[src/rtl/decode_stage_pkg.sv]
// decode_stage_pkg: shared opcode/funct constants, decoded control record and format helper
package decode_stage_pkg;
  // the immediate field is sized for the widest supported XLEN; the low XLEN bits carry the value
  localparam int IMM_W = 64;
  localparam logic [6:0] OP_LUI    = 7'b0110111;
  localparam logic [6:0] OP_AUIPC  = 7'b0010111;
  localparam logic [6:0] OP_JAL    = 7'b1101111;
  localparam logic [6:0] OP_JALR   = 7'b1100111;
  localparam logic [6:0] OP_BRANCH = 7'b1100011;
  localparam logic [6:0] OP_LOAD   = 7'b0000011;
  localparam logic [6:0] OP_STORE  = 7'b0100011;
  localparam logic [6:0] OP_IMM    = 7'b0010011;
  localparam logic [6:0] OP_REG    = 7'b0110011;
  localparam logic [6:0] F7_BASE   = 7'b0000000;
  localparam logic [6:0] F7_ALT    = 7'b0100000;
  localparam logic [6:0] F7_MULDIV = 7'b0000001;
  typedef enum logic [2:0] {FMT_R, FMT_I, FMT_S, FMT_B, FMT_U, FMT_J, FMT_X} fmt_e;
  typedef struct packed {
    logic lui, auipc, jal, jalr;
    logic beq, bne, blt, bge, bltu, bgeu;
    logic lb, lh, lw, lbu, lhu, sb, sh, sw;
    logic addi, slti, sltiu, xori, ori, andi, slli, srli, srai;
    logic add, sub, sll, slt, sltu, xorr, srl, sra, orr, andr;
    logic mul, mulh, mulhsu, mulhu, div, divu, rem, remu;
  } op_flags;
  typedef struct packed {
    op_flags op;
    logic [4:0] rd;
    logic [IMM_W-1:0] imm;
  } control_info;
  function automatic fmt_e fmt_of(input logic [6:0] opc);
    return opc == OP_REG ? FMT_R :
           (opc == OP_IMM || opc == OP_LOAD || opc == OP_JALR) ? FMT_I :
           opc == OP_STORE ? FMT_S :
           opc == OP_BRANCH ? FMT_B :
           (opc == OP_LUI || opc == OP_AUIPC) ? FMT_U :
           opc == OP_JAL ? FMT_J : FMT_X;
  endfunction
endpackage

[src/rtl/decode_stage_comb.sv]
// decode_comb: combinational RV32I(+M) decode of one instruction word into the control record
module decode_comb
  import decode_stage_pkg::*;
#(
  parameter int XLEN = 32,
  parameter bit EN_M = 1
) (
  input  logic [31:0]  instr,
  output control_info  ctr,
  output logic [4:0]   rs1,
  output logic [4:0]   rs2,
  output logic         illegal
);
  logic [6:0] opc, f7;
  logic [2:0] f3;
  logic br, ld, st, im, rb, ra, rm;
  op_flags op;
  fmt_e fmt;
  logic signed [31:0] raw;
  assign opc = instr[6:0];
  assign f3 = instr[14:12];
  assign f7 = instr[31:25];
  assign br = opc == OP_BRANCH;
  assign ld = opc == OP_LOAD;
  assign st = opc == OP_STORE;
  assign im = opc == OP_IMM;
  assign rb = opc == OP_REG && f7 == F7_BASE;
  assign ra = opc == OP_REG && f7 == F7_ALT;
  assign rm = EN_M && opc == OP_REG && f7 == F7_MULDIV;
  // one flag per supported opcode/funct3/funct7 combination; anything unmatched leaves all flags clear
  always_comb begin
    op = '0;
    op.lui = opc == OP_LUI;
    op.auipc = opc == OP_AUIPC;
    op.jal = opc == OP_JAL;
    op.jalr = opc == OP_JALR && f3 == 3'd0;
    op.beq = br && f3 == 3'd0;
    op.bne = br && f3 == 3'd1;
    op.blt = br && f3 == 3'd4;
    op.bge = br && f3 == 3'd5;
    op.bltu = br && f3 == 3'd6;
    op.bgeu = br && f3 == 3'd7;
    op.lb = ld && f3 == 3'd0;
    op.lh = ld && f3 == 3'd1;
    op.lw = ld && f3 == 3'd2;
    op.lbu = ld && f3 == 3'd4;
    op.lhu = ld && f3 == 3'd5;
    op.sb = st && f3 == 3'd0;
    op.sh = st && f3 == 3'd1;
    op.sw = st && f3 == 3'd2;
    op.addi = im && f3 == 3'd0;
    op.slti = im && f3 == 3'd2;
    op.sltiu = im && f3 == 3'd3;
    op.xori = im && f3 == 3'd4;
    op.ori = im && f3 == 3'd6;
    op.andi = im && f3 == 3'd7;
    op.slli = im && f3 == 3'd1 && f7 == F7_BASE;
    op.srli = im && f3 == 3'd5 && f7 == F7_BASE;
    op.srai = im && f3 == 3'd5 && f7 == F7_ALT;
    op.add = rb && f3 == 3'd0;
    op.sll = rb && f3 == 3'd1;
    op.slt = rb && f3 == 3'd2;
    op.sltu = rb && f3 == 3'd3;
    op.xorr = rb && f3 == 3'd4;
    op.srl = rb && f3 == 3'd5;
    op.orr = rb && f3 == 3'd6;
    op.andr = rb && f3 == 3'd7;
    op.sub = ra && f3 == 3'd0;
    op.sra = ra && f3 == 3'd5;
    op.mul = rm && f3 == 3'd0;
    op.mulh = rm && f3 == 3'd1;
    op.mulhsu = rm && f3 == 3'd2;
    op.mulhu = rm && f3 == 3'd3;
    op.div = rm && f3 == 3'd4;
    op.divu = rm && f3 == 3'd5;
    op.rem = rm && f3 == 3'd6;
    op.remu = rm && f3 == 3'd7;
  end
  assign illegal = ~|op;
  assign fmt = illegal ? FMT_X : fmt_of(opc);
  assign raw = fmt == FMT_I ? {{20{instr[31]}}, instr[31:20]} :
               fmt == FMT_S ? {{20{instr[31]}}, instr[31:25], instr[11:7]} :
               fmt == FMT_B ? {{19{instr[31]}}, instr[31], instr[7], instr[30:25], instr[11:8], 1'b0} :
               fmt == FMT_U ? {instr[31:12], 12'b0} :
               fmt == FMT_J ? {{11{instr[31]}}, instr[31], instr[19:12], instr[20], instr[30:21], 1'b0} : '0;
  assign ctr.op = op;
  assign ctr.rd = fmt inside {FMT_R, FMT_I, FMT_U, FMT_J} ? instr[11:7] : '0;
  assign ctr.imm = IMM_W'(XLEN'(raw));
  assign rs1 = fmt inside {FMT_R, FMT_I, FMT_S, FMT_B} ? instr[19:15] : '0;
  assign rs2 = fmt inside {FMT_R, FMT_S, FMT_B} ? instr[24:20] : '0;
endmodule

[src/rtl/decode_stage.sv]
// decode_stage: decodes incoming instructions and buffers the records in a small skid queue
module decode_stage
  import decode_stage_pkg::*;
#(
  parameter int XLEN  = 32,
  parameter bit EN_M  = 1,
  parameter int DEPTH = 2
) (
  input  logic             clk,
  input  logic             rstn,
  input  logic             in_valid,
  output logic             in_ready,
  input  logic [31:0]      in_instr,
  input  logic [XLEN-1:0]  in_pc,
  input  logic             flush,
  output logic             out_valid,
  input  logic             out_ready,
  output control_info      out_ctr,
  output logic [4:0]       out_rs1,
  output logic [4:0]       out_rs2,
  output logic [XLEN-1:0]  out_pc,
  output logic             out_illegal
);
  localparam int AW = $clog2(DEPTH);
  localparam int CW = AW + 1;
  typedef struct packed {
    control_info ctr;
    logic [4:0] rs1, rs2;
    logic [XLEN-1:0] pc;
    logic illegal;
  } entry_t;
  entry_t q [DEPTH];
  entry_t d, h;
  control_info dc_ctr;
  logic [4:0] dc_rs1, dc_rs2;
  logic dc_ill, push, pop;
  logic [AW-1:0] rp, wp;
  logic [CW-1:0] cnt;
  decode_comb #(.XLEN(XLEN), .EN_M(EN_M)) u_dec (
    .instr(in_instr), .ctr(dc_ctr), .rs1(dc_rs1), .rs2(dc_rs2), .illegal(dc_ill)
  );
  assign d = {dc_ctr, dc_rs1, dc_rs2, in_pc, dc_ill};
  assign h = q[rp];
  assign in_ready = cnt < CW'(DEPTH);
  assign out_valid = cnt != '0;
  assign push = in_valid & in_ready & ~flush;
  assign pop = out_valid & out_ready;
  assign out_ctr = out_valid ? h.ctr : '0;
  assign out_rs1 = out_valid ? h.rs1 : '0;
  assign out_rs2 = out_valid ? h.rs2 : '0;
  assign out_pc = out_valid ? h.pc : '0;
  assign out_illegal = out_valid & h.illegal;
  // queue storage: write the decoded record at the tail on every accepted push
  always_ff @(posedge clk)
    if (push) q[wp] <= d;
  // pointers and occupancy; reset and flush empty the queue, flush overriding push/pop
  always_ff @(posedge clk)
    if (!rstn || flush) begin
      cnt <= '0;
      rp <= '0;
      wp <= '0;
    end else begin
      if (push) wp <= wp + 1'b1;
      if (pop) rp <= rp + 1'b1;
      cnt <= push && !pop ? cnt + 1'b1 : pop && !push ? cnt - 1'b1 : cnt;
    end
endmodule

[config.mk]
export PLATFORM = sky130hd
export DESIGN_NAME = decode_stage
export DESIGN_NICKNAME = d
export VERILOG_FILES = /design/src/rtl/decode_stage_pkg.sv /design/src/rtl/decode_stage_comb.sv /design/src/rtl/decode_stage.sv
export SDC_FILE = /design/constraint.sdc
export NUM_CORES = 1
export LEC_CHECK = 0
export CAP_MARGIN = 30
export CORE_UTILIZATION = 35
export CTS_BUF_LIST = sky130_fd_sc_hd__clkbuf_4 sky130_fd_sc_hd__clkbuf_8 sky130_fd_sc_hd__clkbuf_16
export DETAILED_ROUTE_END_ITERATION = 10
export GPL_TIMING_DRIVEN = 0
export HOLD_SLACK_MARGIN = 0.15
export RECOVER_POWER = 50
export SYNTH_ARGS = -nofsm -noshare
export SYNTH_HDL_FRONTEND = slang
export SYNTH_HIERARCHICAL = 1
export SYNTH_SLANG_ARGS = --single-unit
[constraint.sdc]
create_clock -name clk -period 19.2 [get_ports clk]
set_input_delay 3.84 -clock clk [delete_from_list [all_inputs] [get_ports clk]]
set_output_delay 3.84 -clock clk [all_outputs]
set_load 0.05 [all_outputs]
==> impl_metrics.tcl <==
set metrics [dict create \
    yosys.area_share.simple_pct 10.8 \
    synth_compound_area_share_pct 2.81 \
    tns_ns 0 \
    grt_pass1_wl_um 48900 \
    core_mm2 0.0386 \
    fin_nets 1284 \
    synth_flop_cell "edfxtp_1" \
    finClkSkew_ns 0.0166 \
    cts_buffer_depth 3 \
    die_w_um 200 \
    num_io_pins 228 \
    endpoint_kind "flop" \
    rsz0062_at_grt "no" \
    synth_fa_ha_area_share_pct 0.0912 \
    crit_path_max_fanout 42 \
    crit_arrival_ns 9.26 \
    grt_max_degree 54 \
    hp-class "reg2reg" \
    dp_hpwl_um 23100 \
    syn_nets 1011 \
    path_common_cell "clkbuf_1" \
    worstMarginPinSlew_ns 3.28 \
    nFillCells 3444 \
    grt_pass1_vias 8078 \
    synth.most_common_cell "edfxtp_1" \
    vdd_drop_max_mv 0.0575 \
    yosysSeqAreaShare_pct 69.4 \
    p_per_area_mw_per_mm2 94.6 \
    firstDrtPassIters 5 \
    avgViaCountPerCell 4.75 \
    status "finished, violations left" \
    antenna_found_initial 3 \
    worst_setup_path_start_kind "input port" \
    finalSetupViolCount 0 \
    initial_utilization_pct 35.5 \
    die_h_um 200 \
    cp.buffers_inverters 3 \
    yosysTopAreaCell "edfxtp_1" \
    gp_congestion 0.790 \
    rrSetupSlack_ns 13.49 \
    crit_family "buffers and inverters" \
    drive_above_1_share_pct 12.6 \
    h-tree-depth 2 \
    cts_tree "yes" \
    clock-sinks 319 \
    dp_slack_ns 11.77 \
    hold_violations 0 \
    grt_usage_pct 16.7 \
    cts-resized-gates 0 \
    clkSlewWorstSetupHoldPaths_ns 0.06 \
    post-route-period-util_pct 47.7 \
    drt_iter0_drc 502 \
    drv_cap 7 \
    postSynthAreaPerCell_um2 14.6 \
    placed_cell_area_mm2 0.0168 \
    insertion_delay_ns 0.54 \
    fp-row-count 72 \
    fin_crit_ns 9.16 \
    wire_per_inst_um 18.9 \
    ff_latch_area_mm2 0.00953 \
    synthCells 941 \
    synth.distinct_cells 57 \
    vias 8375 \
    post-route-drc-count 0 \
    violations "capacitance limit, slew limit" \
    yosysWarningCount 6 \
    synthArstFlopShare_pct 0 \
    ys_ff_latch 319 \
    stdcell_area_mm2 0.0179 \
    crit_type "in2reg" \
    cpPeakStageDelay_ns 1.87 \
    netlist_area_mm2 0.0137 \
    globalRoute.totalOverflow 0 \
    syn_to_final_growth_pct 30.5 \
    setup_slack_ns 10.04 \
    slowest_stage "clkbuf_1" \
    root_buffer "clkbuf_16" \
    worstPathRequired_ns 19.30 \
    drt_wl_total_um 33200 \
    p_leak_nw 5.97 \
    synth_xor_xnor_area_share_pct 0.319 \
    timing.slew.headroom_pct -119 \
    synth_top_family_by_area "multiplexers" \
    multiInputGateArea_mm2 0.00350 \
    cts_buffers 38 \
    die_area_mm2 0.0400 \
    io_buffers 224 \
    post_cts_buffers 0 \
    muxShareOfSynthArea_pct 11.5 \
    total_power_w 0.00169 \
    antenna_left 0 \
    fmax_mhz 109 \
    cp_cell_sequence "dlygate4sd3_1, nor2b_1, and3_1, clkbuf_1, clkbuf_1" \
    synth_top_area_share_pct 68.7 \
    report.final.slew_viol_count 247 \
    synth-edff-count 314 \
    ys_top_cells_by_area "edfxtp_1 (69%), mux2i_1 (11%), nor2_1 (5.7%)" \
    cts_hold_buffers 0 \
    synth_common_cells "edfxtp_1 (314), nor2_1 (210), mux2i_1 (157)" \
]
## worst register-to-register path, stage by stage (launching register included)
cell,delay [ns]
dfxtp_1,0.36
nor2b_1,0.22
and3_1,1.12
clkbuf_1,1.63
clkbuf_1,1.89
## report_power, final
group,switching (W),internal (W)
Combinational,0.000148,0.0000721
Clock,0.000278,0.000408
Sequential,0.00000442,0.000782
## flip-flops by register name (all words and copies together), names as in the netlist, named ones only
| name | flops |
|---|---|
| q | 314 |
| rp | 1 |
| wp | 1 |
| cnt | 2 |
## worst paths after layout
kind / startpoint / to / cells after the start
max: in_valid / q[1][140] / 5
min: rp / rp / 2
max reg2reg: cnt[1] / q[1][140] / 4
min reg2reg: rp / rp / 2
## metal layers
layer	up-vias	track usage [%]	wire length, um
met2	213	27.9	16400
met5	-	0	23
met4	4	6.16	702
met3	46	2.97	1700
li1	3972	-	-
met1	4140	21.8	14400
## cell families after synthesis
kind of cell | after synthesis
fa+ha+maj | 1
flops | 319
compound gates | 49
xor+xnor | 5
mux | 158
buf+inv | 96
simple gates | 313
## metrics by stage
step                      hold slack (ns)  utilization [%]  std cells
after global placement              0.487             43.0       1683
after CTS                           0.508             46.7       1762
after global routing                0.537             46.3       1763
after floorplan                     0.472                -        941
final                               0.508             46.3       1763
after detailed placement            0.494             43.6       1692
## placed cells by master (no fill, tap or decap), types with 3 or more instances in the layout
cell and instances:
edfxtp_1 314, nor2_1 210, clkdlybuf4s50_1 187, mux2i_1 157, clkbuf_16 38, dlygate4sd3_1 37
buf_4 36, nand2_1 31, buf_2 20, o31ai_1 20, clkbuf_1 19, buf_8 10
clkbuf_4 10, clkinv_1 9, nor3b_2 9, buf_6 8, nor3b_1 8, nor3_1 8
inv_1 7, clkinv_2 6, nand2b_1 6, nor2b_1 5, a21oi_1 5, dfxtp_1 5
nor4b_1 5, and3_1 4, o21ai_0 4, xor2_1 4, inv_6 4, nand4_1 4
a22oi_1 4, nand3_1 3
## final cells by class
type	instances	share of cell area (%)
Antenna cell	1	0.0140
Buffer	89	3.73
Clock buffer	48	5.73
Clock inverter	22	0.978
Inverter	7	0.147
Multi-Input combinational cell	526	19.5
Sequential cell	319	53.2
Tap cell	518	3.62
Timing Repair Buffer	233	13.0
No activity file was read; power rests on OpenSTA's default activity.
